### src/rtl/rv32_run_pkg.sv
// Shared types and constants for the RV32 run controller.
// Contents: controller state enum, halt-cause enum, the SYSTEM opcodes that
// stop the core, and a helper that recognises them.
package rv32_run_pkg;

  typedef enum logic [2:0] {
    ST_IDLE = 3'd0,
    ST_LOAD = 3'd1,
    ST_HOLD = 3'd2,
    ST_RUN  = 3'd3,
    ST_HALT = 3'd4
  } run_state_t;

  typedef enum logic [1:0] {
    CAUSE_NONE    = 2'd0,
    CAUSE_SYSTEM  = 2'd1,
    CAUSE_TIMEOUT = 2'd2,
    CAUSE_ABORT   = 2'd3
  } halt_cause_t;

  localparam logic [31:0] INSTR_ECALL  = 32'h00000073;
  localparam logic [31:0] INSTR_EBREAK = 32'h00100073;

  // ECALL or EBREAK ends a program run
  function automatic logic is_stop_instr(input logic [31:0] instr);
    return (instr == INSTR_ECALL) || (instr == INSTR_EBREAK);
  endfunction

endpackage

### src/rtl/rv32_imem_loader.sv
// Instruction-memory loader: valid/ready intake of a program image and
// generation of the instruction-memory write port.
// Ports:
//   clk, reset            clock, async active-high reset
//   begin_load            pulse: rewind pointer and open the intake
//   load_valid/data/last  loader word stream
//   load_ready            registered: intake open for a word this cycle
//   imem_we/waddr/wdata   write port, combinational from the handshake
//   words_loaded          words accepted since begin_load (registered)
//   done                  combinational: this handshake completes the image
module rv32_imem_loader
  import rv32_run_pkg::*;
#(
  parameter int unsigned IMEM_DEPTH = 256,
  parameter int unsigned ADDR_W     = 8
) (
  input  logic              clk,
  input  logic              reset,
  input  logic              begin_load,
  input  logic              load_valid,
  input  logic [31:0]       load_data,
  input  logic              load_last,
  output logic              load_ready,
  output logic              imem_we,
  output logic [ADDR_W-1:0] imem_waddr,
  output logic [31:0]       imem_wdata,
  output logic [ADDR_W:0]   words_loaded,
  output logic              done
);

  localparam int unsigned PTR_W = ADDR_W + 1;

  logic [PTR_W-1:0] ptr_q;
  logic             ready_q;
  logic             hs;
  logic             at_end;

  // Pointer bound guards the write port even if the intake were left open
  assign hs     = load_valid & ready_q & (ptr_q < PTR_W'(IMEM_DEPTH));
  assign at_end = (ptr_q == PTR_W'(IMEM_DEPTH - 1));
  assign done   = hs & (load_last | at_end);

  // Write port zeroed when idle so the memory bus is quiet between writes
  assign imem_we    = hs;
  assign imem_waddr = hs ? ptr_q[ADDR_W-1:0] : '0;
  assign imem_wdata = hs ? load_data : '0;

  assign load_ready   = ready_q;
  assign words_loaded = ptr_q;

  // Intake opens on begin_load and closes right after the completing word
  always_ff @(posedge clk or posedge reset) begin
    if (reset) begin
      ptr_q   <= '0;
      ready_q <= 1'b0;
    end else if (begin_load) begin
      ptr_q   <= '0;
      ready_q <= 1'b1;
    end else begin
      if (hs)   ptr_q   <= ptr_q + PTR_W'(1);
      if (done) ready_q <= 1'b0;
    end
  end

endmodule

### src/rtl/rv32_run_ctrl.sv
// Run controller for the single-cycle RV32 core: loads a program image into
// instruction memory, holds the core in reset, releases it, and supervises
// execution until ECALL/EBREAK, cycle-budget timeout or external abort.
// Ports:
//   clk, reset          clock, async active-high controller reset
//   start               pulse: begin LOAD from IDLE or HALT
//   abort               level: force HALT from RUN
//   load_*              loader word stream and ready
//   imem_*              instruction memory write port (combinational)
//   core_resetn         active-low reset to the core (high only in RUN)
//   core_instr          instruction the core is executing
//   busy, halted        status flags
//   halt_cause          0 none, 1 ecall/ebreak, 2 timeout, 3 abort
//   cycle_count         RUN cycles elapsed (saturating)
//   words_loaded        words written in the last LOAD
module rv32_run_ctrl
  import rv32_run_pkg::*;
#(
  parameter int unsigned IMEM_DEPTH = 256,
  parameter int unsigned ADDR_W     = 8,
  parameter int unsigned MAX_CYCLES = 1024,
  parameter int unsigned CYC_W      = 32,
  parameter int unsigned RST_HOLD   = 2
) (
  input  logic              clk,
  input  logic              reset,
  input  logic              start,
  input  logic              abort,
  input  logic              load_valid,
  input  logic [31:0]       load_data,
  input  logic              load_last,
  output logic              load_ready,
  output logic              imem_we,
  output logic [ADDR_W-1:0] imem_waddr,
  output logic [31:0]       imem_wdata,
  output logic              core_resetn,
  input  logic [31:0]       core_instr,
  output logic              busy,
  output logic              halted,
  output logic [1:0]        halt_cause,
  output logic [CYC_W-1:0]  cycle_count,
  output logic [ADDR_W:0]   words_loaded
);

  localparam int unsigned HOLD_W = (RST_HOLD > 1) ? $clog2(RST_HOLD) : 1;

  run_state_t        state_q, state_d;
  logic [HOLD_W-1:0] hold_q, hold_d;
  logic [CYC_W-1:0]  cyc_q, cyc_d;
  halt_cause_t       cause_q, cause_d;
  logic              resetn_q, busy_q, halted_q;
  logic              begin_load;
  logic              load_done;

  rv32_imem_loader #(
    .IMEM_DEPTH (IMEM_DEPTH),
    .ADDR_W     (ADDR_W)
  ) u_loader (
    .clk          (clk),
    .reset        (reset),
    .begin_load   (begin_load),
    .load_valid   (load_valid),
    .load_data    (load_data),
    .load_last    (load_last),
    .load_ready   (load_ready),
    .imem_we      (imem_we),
    .imem_waddr   (imem_waddr),
    .imem_wdata   (imem_wdata),
    .words_loaded (words_loaded),
    .done         (load_done)
  );

  // Next-state and next-counter logic
  always_comb begin
    state_d    = state_q;
    hold_d     = hold_q;
    cyc_d      = cyc_q;
    cause_d    = cause_q;
    begin_load = 1'b0;
    case (state_q)
      ST_IDLE, ST_HALT: begin
        if (start) begin
          begin_load = 1'b1;
          state_d    = ST_LOAD;
          cyc_d      = '0;
          cause_d    = CAUSE_NONE;
        end
      end
      ST_LOAD: begin
        if (load_done) begin
          state_d = ST_HOLD;
          hold_d  = HOLD_W'(RST_HOLD - 1);
        end
      end
      ST_HOLD: begin
        if (hold_q == '0) state_d = ST_RUN;
        else              hold_d  = hold_q - HOLD_W'(1);
      end
      ST_RUN: begin
        // The halting cycle itself is counted
        if (cyc_q != '1) cyc_d = cyc_q + CYC_W'(1);
        if (abort) begin
          state_d = ST_HALT;
          cause_d = CAUSE_ABORT;
        end else if (is_stop_instr(core_instr)) begin
          state_d = ST_HALT;
          cause_d = CAUSE_SYSTEM;
        end else if (cyc_q == CYC_W'(MAX_CYCLES - 1)) begin
          state_d = ST_HALT;
          cause_d = CAUSE_TIMEOUT;
        end
      end
      default: state_d = ST_IDLE;
    endcase
  end

  // State, counters and status flags; flags derive from the next state
  always_ff @(posedge clk or posedge reset) begin
    if (reset) begin
      state_q  <= ST_IDLE;
      hold_q   <= '0;
      cyc_q    <= '0;
      cause_q  <= CAUSE_NONE;
      resetn_q <= 1'b0;
      busy_q   <= 1'b0;
      halted_q <= 1'b0;
    end else begin
      state_q  <= state_d;
      hold_q   <= hold_d;
      cyc_q    <= cyc_d;
      cause_q  <= cause_d;
      resetn_q <= (state_d == ST_RUN);
      busy_q   <= (state_d == ST_LOAD) || (state_d == ST_HOLD) || (state_d == ST_RUN);
      halted_q <= (state_d == ST_HALT);
    end
  end

  assign core_resetn = resetn_q;
  assign busy        = busy_q;
  assign halted      = halted_q;
  assign halt_cause  = cause_q;
  assign cycle_count = cyc_q;

endmodule
### config.mk
export PLATFORM = sky130hd
export DESIGN_NAME = rv32_run_ctrl
export DESIGN_NICKNAME = d
export VERILOG_FILES = /design/src/rtl/rv32_run_pkg.sv /design/src/rtl/rv32_imem_loader.sv /design/src/rtl/rv32_run_ctrl.sv
export SDC_FILE = /design/constraint.sdc
export NUM_CORES = 1
export LEC_CHECK = 0
export CAP_MARGIN = 40
export CORE_UTILIZATION = 46
export CTS_BUF_LIST = sky130_fd_sc_hd__clkbuf_2
export DETAILED_ROUTE_END_ITERATION = 10
export PLACE_DENSITY = 0.94
export RECOVER_POWER = 100
export SETUP_SLACK_MARGIN = 0.5
export SLEW_MARGIN = 10
export SYNTH_ARGS = -nofsm -noshare
export SYNTH_HDL_FRONTEND = slang
export SYNTH_SLANG_ARGS = --single-unit
### constraint.sdc
create_clock -name clk -period 4.7 [get_ports clk]
set_input_delay 0.94 -clock clk [delete_from_list [all_inputs] [get_ports clk]]
set_output_delay 0.94 -clock clk [all_outputs]
set_load 0.02 [all_outputs]
Word level (Yosys, flattened, before mapping)
Index checks and enable logic that the tools add are counted.
{"block": "op_classes", "n_eq_ne": 17, "reduce_logical": 12, "muxes": 26, "bitwise": 4, "addsub": 3, "magnitude_cmp": 1}
{"operator": "32-bit two-way mux", "n": 3}
{"operator": "32-bit case mux with 2 select lines", "n": 1}
{"operator": "32-bit by 1-bit adder with 32-bit output, second input constant", "n": 1}
{"operator": "32-bit by 10-bit equality test with 1-bit output, second input constant", "n": 1}
{"operator": "32-bit by 21-bit equality test with 1-bit output, second input constant", "n": 1}
{"operator": "32-bit by 7-bit equality test with 1-bit output, second input constant", "n": 1}
{"operator": "32-bit inequality test, second input constant", "n": 1}
{"operator": "3-bit two-way mux", "n": 6}
{"operator": "9-bit two-way mux", "n": 2}
{"operator": "3-bit by 2-bit equality test with 1-bit output, second input constant", "n": 4}
{"operator": "3-bit case mux with 4 select lines", "n": 1}
{"operator": "9-bit by 1-bit adder with 9-bit output, second input constant", "n": 1}
{"operator": "9-bit by 8-bit equality test with 1-bit output, second input constant", "n": 1}
{"operator": "9-bit < comparator, second input constant", "n": 1}
{"operator": "2-bit two-way mux", "n": 4}
{"operator": "8-bit two-way mux", "n": 1}
{"operator": "2-bit nonzero test", "n": 4}
{"operator": "3-bit by 1-bit equality test with 1-bit output, second input constant", "n": 2}
{"operator": "3-bit equality test, second input constant", "n": 2}
{"operator": "1-bit two-way mux", "n": 6}
{"operator": "2-bit inequality test, second input constant", "n": 3}
{"operator": "3-bit AND reduction", "n": 2}
{"operator": "4-bit inequality test, second input constant", "n": 1}
{"operator": "2-bit case mux with 2 select lines", "n": 1}
{"operator": "8 further kinds", "n": 12}
{"block": "totals", "reg_bits": 51}

Logic depth before layout (Yosys ltp)
Gate-level depths: netlist of run 1.
{"block": "logic_depth", "ltp_word": 8, "depth_mapped": 8, "ltp_nobuf": 8}

Cells and area by module
A second synthesis of run 1 with hierarchy kept.
{"block": "hier_totals", "cells_unflattened": 374, "hier_area_um2": 3229.3}
{"module": "rv32_run_ctrl", "seq_area_each_um2": 1026.0, "cells_each": 275, "area_per_inst_um2": 2429.8, "instances": 1}
{"module": "rv32_imem_loader", "seq_area_each_um2": 250.2, "cells_each": 99, "area_per_inst_um2": 799.5, "instances": 1}

Least setup slack after synthesis of run 1
OpenSTA, ideal clock, no wires.
{"block": "synth_path", "kind": "input-to-output", "from": "input load_valid", "to": "output imem_waddr[0]", "n_path_buf": 2, "slack_ns": 1.695, "cell_stages": 4, "t_arrival_ns": 2.065, "cell_sequence": "and3b_1 clkbuf_1 clkbuf_1 and2_1"}
{"block": "synth_between", "elab_chain_len": 3}
{"element": "from (decl)", "line_no": "rv32_run_ctrl.sv:29", "text": "input logic load_valid,"}
{"element": "1-bit AND (2 in a row)", "line_no": "rv32_imem_loader.sv:39", "text": "assign hs = load_valid & ready_q & (ptr_q < PTR_W'(IMEM_DEPTH));"}
{"element": "net imem_we", "line_no": "rv32_run_ctrl.sv:33", "text": "output logic imem_we,"}
{"element": "8-bit two-way mux", "line_no": "rv32_imem_loader.sv:45", "text": "assign imem_waddr = hs ? ptr_q[ADDR_W-1:0] : '0;"}
{"element": "to (decl)", "line_no": "rv32_run_ctrl.sv:34", "text": "output logic [ADDR_W-1:0] imem_waddr,"}
The timed path passes the listed nets, and every way through them passes these cells.

Final worst setup path of run 1
{"block": "layout_path", "from": "input load_valid", "to": "output imem_waddr[1]"}
{"block": "layout_between", "elab_chain_len": 3}
{"element": "1-bit AND (2 in a row)", "line_no": "rv32_imem_loader.sv:39"}
{"element": "8-bit two-way mux", "line_no": "rv32_imem_loader.sv:45"}
Every way passes these cells.

==> reports/results.txt, run 1 <==
Destination of the worst hold path - core_resetn
Element type at the critical path end - output pin
Hold Slack - 0.534 ns
Worst path cell trace - clkdlybuf4s50_1 > and3b_1 > clkbuf_2 > and2_1 > dlygate4sd3_1
ANT cells - 0
Later-pin clock latency in the skew report - 0.47 ns
Worst path bufs/invs - 3
Hold Startpoint - hold_q
Antenna Violating Nets Remaining - 0
Remaining global-route overflow - 0
Post-synthesis mux area share - 1.26%
Area contributors post-synth - sky130_fd_sc_hd__dfrtp_1, sky130_fd_sc_hd__and2_1, sky130_fd_sc_hd__nand4_1
X dimension of the die - 86.4 µm
Vias - 3562
Initial standard-cell utilization of the core - 47.9%
Arrival time at the worst endpoint - 3.03 ns
Fin. max-slew vios - 36
Total of flip-flops plus latches after synthesis - 51
Cell count of the worst hold path - 1
Area added between synthesis and finish - 49.4%
CP Max Fanout - 47
Die boundary height - 86.4 µm
Period minus WS final - 3.97 ns
Leakage component of the power - 2.14 nW
Fraction of synthesis flops using an asynchronous set or reset pin - 100%
Synth Area in Compound Gates - 16.2%
DRC errors left - 0
Placement-stage worst setup slack - 1.01 ns
Final hold violation count - 0
Share of final-layout standard cells stronger than drive strength 1 - 5.04%
All-Layer GR Usage - 26.4%
Area share of the largest cell type after synthesis - 39.0%
Type of the most critical hold path - reg2reg
Most numerous cell in the Yosys netlist - sky130_fd_sc_hd__dfrtp_1
Fraction of the mapped netlist area in simple logic gates - 35.7%
Final HPWL DP - 7380 µm
Leading area contributor after synthesis - sky130_fd_sc_hd__dfrtp_1
Initial drt markers - 265
Smallest setup slack after layout - 0.729 ns
Initial antenna violation count - 0
Setup total negative slack - 0 ns
Netlist Area Pre-Place - 3280 µm²
Core area - 6830 µm²
Crit-path slowest cell - sky130_fd_sc_hd__dlygate4sd3_1
Row count - 30
Clock tree from TritonCTS - yes
Crit Path Class - in2out
Vias in the first global route - 3353
Max-cap viol count - 1
Startpoint Class - input pin
Final cell area excluding filler cells - 4890 µm²
# hold bufs at CTS - 0
Sequential-to-total area share from yosys stat - 39.0%
Post-Synth XOR/XNOR Area - 2.14%
Violations in the final reports - capacitance limit, slew limit
Core occupancy in the finished layout - 71.6%
Layout net count - 588
Synth warnings - 0
Count of input and output buffers - 156
Number of enable-type register cells in the synthesized netlist - 0
Register clock-pin slew on the reported worst setup and hold paths - 0.29 ns
Max-slew headroom at the worst pin - -12.5%
Total chip power - 1.34 mW
Maximum number of pins on one net before global-route repair - 48
Unique cell type count in the Yosys netlist - 54
Post-synth net total - 440
Delay contributed by the slowest stage of the critical path - 0.68 ns
Slew at the pin with the worst max-slew slack - 1.69 ns
Last weighted congestion value of the routability-driven placer - 0.877
CTS root buf - sky130_fd_sc_hd__clkbuf_2
Cells after DPL - 603
Area share of fa/ha/maj cells after synthesis - 1.15%
Most used flip-flop cell after synthesis - sky130_fd_sc_hd__dfrtp_1
First-pass GRT wire length - 15700 µm
Total length of routed wires - 9760 µm
Post-CTS repair timing setup buffer count - 0
Synthesized instance count - 367
Clock buffer count from CTS - 5
Required time of the worst setup path - 3.76 ns
Vias per inst - 5.82
Number of cells on the worst reg-to-reg path - 7
Post-Syn Area per Cell - 8.93 µm²
Worst setup path start - load_valid
Largest voltage drop on the vdd net - 181 µV
Count of instances resized after the clock tree is built - 0
Family of cells with the greatest summed delay on the critical path - buffers and inverters
Average wire per standard cell - 15.9 µm
Synth cell count leaders - sky130_fd_sc_hd__dfrtp_1, sky130_fd_sc_hd__and2_1, sky130_fd_sc_hd__nand2_1
CTS Buffer Depth - 2
Highest achievable clock rate - 252 MHz
Status - complete, but fails checks
Power Dens Cells - 273 nW/µm²
Number of iterations in the first detailed-routing pass - 5
Minimum setup slack among reg-to-reg paths - 1.50 ns
Worst setup skew after layout - 0.0306 ns
Number of top-level pins - 158
Reg-to-reg critical path endpoint - cycle_count[4]
Main combinational cell family by area after synthesis - simple AND/OR/NAND/NOR gates
Worst r2r src - cycle_count[0]
Setup repair after global routing missed its margin - false
Post-detailed-placement cell area - 4890 µm²
Final worst path period share - 84.5%
Cell Count, Final, Fillers Out - 612
Die footprint - 7460 µm²
Clock Sink Count - 51
Setup violation total in the final timing report - 0
Number of H-tree branching levels - 2
==> where the power goes <==
group | total (mW) | switching (mW) | internal [mW]
Sequential | 0.546 | 0.0586 | 0.487
Clock | 0.199 | 0.156 | 0.0432
Combinational | 0.593 | 0.329 | 0.264
Total | 1.34 | 0.543 | 0.794
==> layer usage <==
metal | share of wire (%) | vias to the layer above | wire [µm] | track usage (%)
met4 | 2.0 | 0 | 197 | 9.09
met5 | 0 | - | 0 | 0
met1 | 37 | 1682 | 3580 | 28.9
met3 | 7.9 | 26 | 771 | 5.05
li1 | - | 1677 | - | -
met2 | 53 | 177 | 5210 | 50.6
==> placed cells by master, fill, tap and decap left out, types with 3 or more instances in the layout <==
cell,synthesis,final
sky130_fd_sc_hd__clkbuf_1,13,4
sky130_fd_sc_hd__nor2_1,21,21
sky130_fd_sc_hd__and4_1,6,6
sky130_fd_sc_hd__nand2_1,23,23
sky130_fd_sc_hd__dfrtp_1,51,51
sky130_fd_sc_hd__nand4_1,18,18
sky130_fd_sc_hd__nor3_1,8,8
sky130_fd_sc_hd__nand3_1,17,17
sky130_fd_sc_hd__mux2i_1,3,3
sky130_fd_sc_hd__dlygate4sd3_1,0,90
sky130_fd_sc_hd__or4_1,8,9
sky130_fd_sc_hd__a21oi_2,4,3
sky130_fd_sc_hd__o31ai_1,10,10
sky130_fd_sc_hd__and2_1,41,41
sky130_fd_sc_hd__clkbuf_2,0,6
sky130_fd_sc_hd__xor2_1,6,6
sky130_fd_sc_hd__and3_1,6,6
sky130_fd_sc_hd__o21ai_0,14,15
sky130_fd_sc_hd__nor4_1,11,12
sky130_fd_sc_hd__a21oi_1,21,22
sky130_fd_sc_hd__clkdlybuf4s50_1,0,66
sky130_fd_sc_hd__inv_1,9,9
sky130_fd_sc_hd__o41ai_1,5,5
sky130_fd_sc_hd__ha_1,3,3
sky130_fd_sc_hd__or3_1,13,13
sky130_fd_sc_hd__o21ai_2,5,5
sky130_fd_sc_hd__o211ai_1,6,6
==> worst register-to-register path: cells and delay by family, from the launching register on <==
kind | cells | cell delay [ns]
compound gates | 1 | 0.07
fa+ha+maj | 1 | 0.21
buf+inv | 1 | 0.92
flops | 1 | 0.49
simple gates | 4 | 1.37
==> flip-flops by register name, indices dropped and copies added, names as in the netlist <==
name	count
halted	1
core_resetn	1
hold_q	1
busy	1
halt_cause	2
state_q	3
u_loader.load_ready	1
u_loader.words_loaded	9
cycle_count	32
==> logic make-up after synthesis <==
family	count (synthesis)
buffers and inverters	29
muxes	4
adders and majority gates	3
AOI/OAI and AO/OA	78
xor gates and xnor gates	8
DFF	51
and+or+nand+nor	194
==> area by class of cell <==
cell class                 instances  area, µm²
sequential                        51       1280
clock inverter                     3       28.8
multi-input combinational        287       1830
timing repair buffer             161       1580
clock buffer                       5       25.0
inverter                           9       33.8
tap                               96        120
fill                             553       1940
==> worst max path at each step <==
stage | endpoint | cells after the start
2_1_floorplan | imem_waddr[0] | 4
3_3_place_gp | imem_wdata[14] | 5
3_5_place_dp | imem_wdata[14] | 5
4_1_cts | imem_wdata[14] | 5
5_1_grt | imem_wdata[14] | 5
6_report | imem_waddr[1] | 5
(Power assumes the default switching activity.)
==> run 2: changes to the inputs <==
Settings changed: CORE_UTILIZATION 46 to 38, PLACE_DENSITY 0.94 to 0.84.
Clock period 4.7 ns to 3.4 ns, I/O delays scaled along.
==> reports/results.txt, run 2 (synthesis gave the netlist of run 1 again) <==
Slew at the pin with the worst max-slew slack - 1.68 ns
Fin. max-slew vios - 36
Minimum setup slack among reg-to-reg paths - 0.60 ns
Number of gates on the worst path with buffers counted - 4
Worst setup path start - load_valid
CTS Buffer Depth - 2
Vias - 3534
# hold bufs at CTS - 0
Crit-path slowest cell - sky130_fd_sc_hd__clkdlybuf4s50_1
Hold Startpoint - hold_q
Row count - 33
Number of top-level pins - 158
Count of input and output buffers - 156
Max-slew headroom at the worst pin - -11.9%
Initial standard-cell utilization of the core - 39.5%
Area added between synthesis and finish - 47.6%
Register clock-pin slew on the reported worst setup and hold paths - 0.30 ns
Worst r2r src - cycle_count[1]
Largest voltage drop on the vdd net - 223 µV
Final hold violation count - 0
Leading cell type in the layout, fill and taps excluded - sky130_fd_sc_hd__clkdlybuf4s50_1
ANT cells - 0
Cell count of the worst hold path - 1
Arrival time at the worst endpoint - 2.38 ns
Last weighted congestion value of the routability-driven placer - 0.830
Setup violation total in the final timing report - 0
Initial drt markers - 168
Power Dens Cells - 378 nW/µm²
Worst path bufs/invs - 3
Startpoint Class - input pin
Total chip power - 1.83 mW
Worst setup skew after layout - 0.0355 ns
Layout net count - 592
Violations in the final reports - capacitance limit, slew limit
Maximum number of pins on one net before global-route repair - 52
Max-cap viol count - 1
Crit Path Class - in2out
Number of iterations in the first detailed-routing pass - 5
CTS root buf - sky130_fd_sc_hd__clkbuf_2
Total length of routed wires - 10300 µm
Most frequent CP cell - sky130_fd_sc_hd__clkdlybuf4s50_1
Die boundary height - 94.8 µm
Type of the most critical hold path - reg2reg
Vias in the first global route - 3332
Remaining global-route overflow - 0
Highest-count cells in the layout ignoring fill and taps - sky130_fd_sc_hd__clkdlybuf4s50_1, sky130_fd_sc_hd__dfrtp_1, sky130_fd_sc_hd__dlygate4sd3_1, sky130_fd_sc_hd__dlygate4sd2_1, sky130_fd_sc_hd__and2_1
Post-CTS repair timing setup buffer count - 0
Number of flip-flops under the largest register name - 32
Element type at the critical path end - output pin
Setup repair after global routing missed its margin - true
Clock tree from TritonCTS - yes
Setup total negative slack - 0 ns
Share of final-layout standard cells stronger than drive strength 1 - 5.58%
Highest achievable clock rate - 327 MHz
Fillers - 762
Later-pin clock latency in the skew report - 0.45 ns
Die footprint - 9000 µm²
First-pass GRT wire length - 16400 µm
Number of cells on the worst reg-to-reg path - 7
Average wire per standard cell - 16.4 µm
Family of cells with the greatest summed delay on the critical path - buffers and inverters
Delay contributed by the slowest stage of the critical path - 0.68 ns
Clock buffer count from CTS - 5
X dimension of the die - 94.8 µm
Required time of the worst setup path - 2.72 ns
Core area - 8300 µm²
Final worst path period share - 89.9%
Antenna Violating Nets Remaining - 0
Status - complete, but fails checks
Vias per inst - 5.65
Final HPWL DP - 7770 µm
Placement-stage worst setup slack - 0.296 ns
All-Layer GR Usage - 23.2%
Period minus WS final - 3.06 ns
DRC errors left - 0
Clock Sink Count - 51
Worst path cell trace - clkdlybuf4s50_1 > and3b_1 > clkbuf_1 > clkdlybuf4s50_1
Number of H-tree branching levels - 2
Leakage component of the power - 2.15 nW
Smallest setup slack after layout - 0.345 ns
Initial antenna violation count - 0
CP Max Fanout - 15
-- run 2: layout make-up --
cell class	count	area (µm²)	area share, %
multi-input cells	287	1810	37.4
repair buffers	165	1530	31.7
flip-flops and latches	51	1280	26.4
well taps	105	131	2.72
inverters	9	33.8	0.699
clock buffers	5	25.0	0.518
clock inverters	3	23.8	0.492
-- run 2: repair_timing --
action	CTS	global route
resized for setup	34	8
pin swaps	0	0
endpoints found under the setup margin	40	7
-- run 2: final timing paths --
check,endpoint
min in group asynchronous,core_resetn
min reg2reg,core_resetn
min,core_resetn
max,imem_we
max reg2reg,cycle_count[25]
max in group asynchronous,cycle_count[24]
-- run 2: report_power, final --
part | internal, mW | total, mW | switching (mW)
clock | 0.0527 | 0.265 | 0.212
sequential | 0.673 | 0.753 | 0.0797
combinational | 0.344 | 0.812 | 0.468
total | 1.07 | 1.83 | 0.760
-- run 2: layer usage --
metal	wire length [µm]	vias to the layer above	share of wire, %	GRT usage, %
met5	0	-	0	0
met4	140	0	1.4	5.56
met3	804	15	7.8	4.27
met2	5520	142	54	45.1
met1	3790	1696	37	25.7
li1	-	1681	-	-
-- run 2: stage by stage --
stage / hold slack, ns / cells / instance area (µm²) / utilization, %
finish: 0.533 / 625 / 4830 / 58.3
global route: 0.561 / 625 / 4830 / 58.3
global placement: 0.489 / 617 / 4920 / 59.3
floorplan: 0.463 / 367 / 3280 / -
detailed placement: 0.509 / 617 / 4920 / 59.3
CTS: 0.536 / 625 / 4940 / 59.5
==> run 3: changes to the inputs <==
Settings changed: SETUP_SLACK_MARGIN 0.5 to 0.1.
==> reports/results.txt, run 3 (synthesis gave the netlist of run 1 again) <==
Proportion of total power due to net switching - 40.5%
Startpoint Class - input pin
Fin. max-slew vios - 36
Largest voltage drop on the vdd net - 223 µV
Share of total power in combinational logic - 45.4%
Highest achievable clock rate - 316 MHz
Worst setup skew after layout - 0.0347 ns
Initial standard-cell utilization of the core - 39.5%
Post-CTS repair timing setup buffer count - 0
Initial antenna violation count - 0
Die boundary height - 94.8 µm
CP Max Fanout - 33
Minimum setup slack among reg-to-reg paths - 0.58 ns
# hold bufs at CTS - 0
Clock buffer count from CTS - 5
Count of input and output buffers - 156
DRC errors left - 0
Multi-input gate area in the final layout - 1810 µm²
Fillers - 735
Last weighted congestion value of the routability-driven placer - 0.830
Setup violation total in the final timing report - 0
Vias per inst - 5.61
ANT cells - 0
CTS Buffer Depth - 2
All-Layer GR Usage - 23.2%
X dimension of the die - 94.8 µm
Final worst path period share - 93.0%
Remaining global-route overflow - 0
Slew at the pin with the worst max-slew slack - 1.67 ns
Leading cell type in the layout, fill and taps excluded - sky130_fd_sc_hd__dlygate4sd3_1
Status - complete, but fails checks
Leakage component of the power - 2.13 nW
Setup repair after global routing missed its margin - false
First-pass GRT wire length - 16400 µm
Maximum number of pins on one net before global-route repair - 52
Die footprint - 9000 µm²
Arrival time at the worst endpoint - 2.48 ns
Antenna Violating Nets Remaining - 0
Register clock-pin slew on the reported worst setup and hold paths - 0.30 ns
Period minus WS final - 3.16 ns
Highest-count cells in the layout ignoring fill and taps - sky130_fd_sc_hd__dlygate4sd3_1, sky130_fd_sc_hd__clkdlybuf4s50_1, sky130_fd_sc_hd__dfrtp_1, sky130_fd_sc_hd__and2_1
Row count - 33
Core area - 8300 µm²
Total length of routed wires - 10200 µm
Max-slew headroom at the worst pin - -11.2%
Core occupancy in the finished layout - 59.2%
Number of cells on the worst reg-to-reg path - 7
Vias in the first global route - 3339
Count of instances resized after the clock tree is built - 0
Final HPWL DP - 7770 µm
Net Sw Power - 755 µW
Share of final-layout standard cells stronger than drive strength 1 - 5.77%
Final hold violation count - 0
Required time of the worst setup path - 2.72 ns
Crit Path Class - in2out
Power Dens Cells - 379 nW/µm²
Area occupied by registers - 1280 µm²
Clock tree from TritonCTS - yes
Total chip power - 1.86 mW
Type of the most critical hold path - reg2reg
Setup total negative slack - 0 ns
CTS root buf - sky130_fd_sc_hd__clkbuf_2
Reg-to-reg critical path endpoint - cycle_count[25]
Element type at the critical path end - output pin
Worst setup path start - load_valid
Area added between synthesis and finish - 50.1%
Later-pin clock latency in the skew report - 0.45 ns
Max-cap viol count - 1
Worst setup endpoint - imem_wdata[20]
Clock Sink Count - 51
Worst r2r src - cycle_count[1]
Violations in the final reports - capacitance limit, slew limit
Number of flip-flops under the largest register name - 32
Average wire per standard cell - 16.3 µm
Vias - 3508
Cell count of the worst hold path - 1
Initial drt markers - 191
Number of top-level pins - 158
Hold Startpoint - hold_q
Fraction of power consumed by the clock network - 14.2%
Pint - 1.11 mW
Fraction of power consumed by sequential logic - 40.4%
Number of H-tree branching levels - 2
Number of iterations in the first detailed-routing pass - 4
Layout net count - 592
==> run 3: changes by cell type in the layout (fill, tap and decap cells not counted), sizes merged <==
cell | before | now
buf | 3 | 5
dlygate4sd2 | 33 | 0
dlymetal6s2s | 1 | 0
clkbuf | 17 | 9
dlygate4sd3 | 49 | 89
==> run 3: stage by stage <==
stage	setup slack (ns)	hold slack (ns)	cells	area, µm²
global placement	0.337	0.489	617	4920
CTS	0.298	0.536	625	4970
global route	0.144	0.561	625	4920
detailed placement	0.296	0.509	617	4920
finish	0.236	0.535	625	4920
floorplan	0.915	0.463	367	3280
==> run 3: cell type report <==
type,count,share of cell area (%)
multi-input combinational,287,36.8
timing repair buffer,165,32.9
sequential,51,26.0
tap,105,2.67
inverter,9,0.687
clock buffer,5,0.509
clock inverter,3,0.483
==> run 3: worst min-delay path by stage <==
stage / endpoint / slack, ns
after global placement: halt_cause[0] / 0.49
after CTS: core_resetn / 0.54
after detailed placement: halt_cause[0] / 0.51
final: core_resetn / 0.54
after floorplan: core_resetn / 0.46
after global routing: core_resetn / 0.56
==> run 3: power by group through the flow <==
stage / clock network [mW] / registers (mW) / logic, mW
CTS: 0.274 / 0.760 / 0.914
global placement: 0 / 0.765 / 0.894
detailed placement: 0 / 0.771 / 0.911
global route: 0.298 / 0.769 / 0.924
finish: 0.264 / 0.753 / 0.845
floorplan: 0 / 0.799 / 0.446
==> run 3: routing by layer <==
layer  global-route usage (%)  up-vias  routed length (µm)
met5                        0        -                   0
met4                     5.56        0                 113
met3                     4.27       11                 868
met2                     45.1      158                5530
met1                     25.7     1661                3680
li1                         -     1678                   -
==> run 3: worst max-delay path: stages <==
cell and delay [ns]:
sky130_fd_sc_hd__clkdlybuf4s50_1 0.49, sky130_fd_sc_hd__and3b_1 0.19, sky130_fd_sc_hd__buf_4 0.27, sky130_fd_sc_hd__and2_1 0.17, sky130_fd_sc_hd__dlygate4sd3_1 0.67
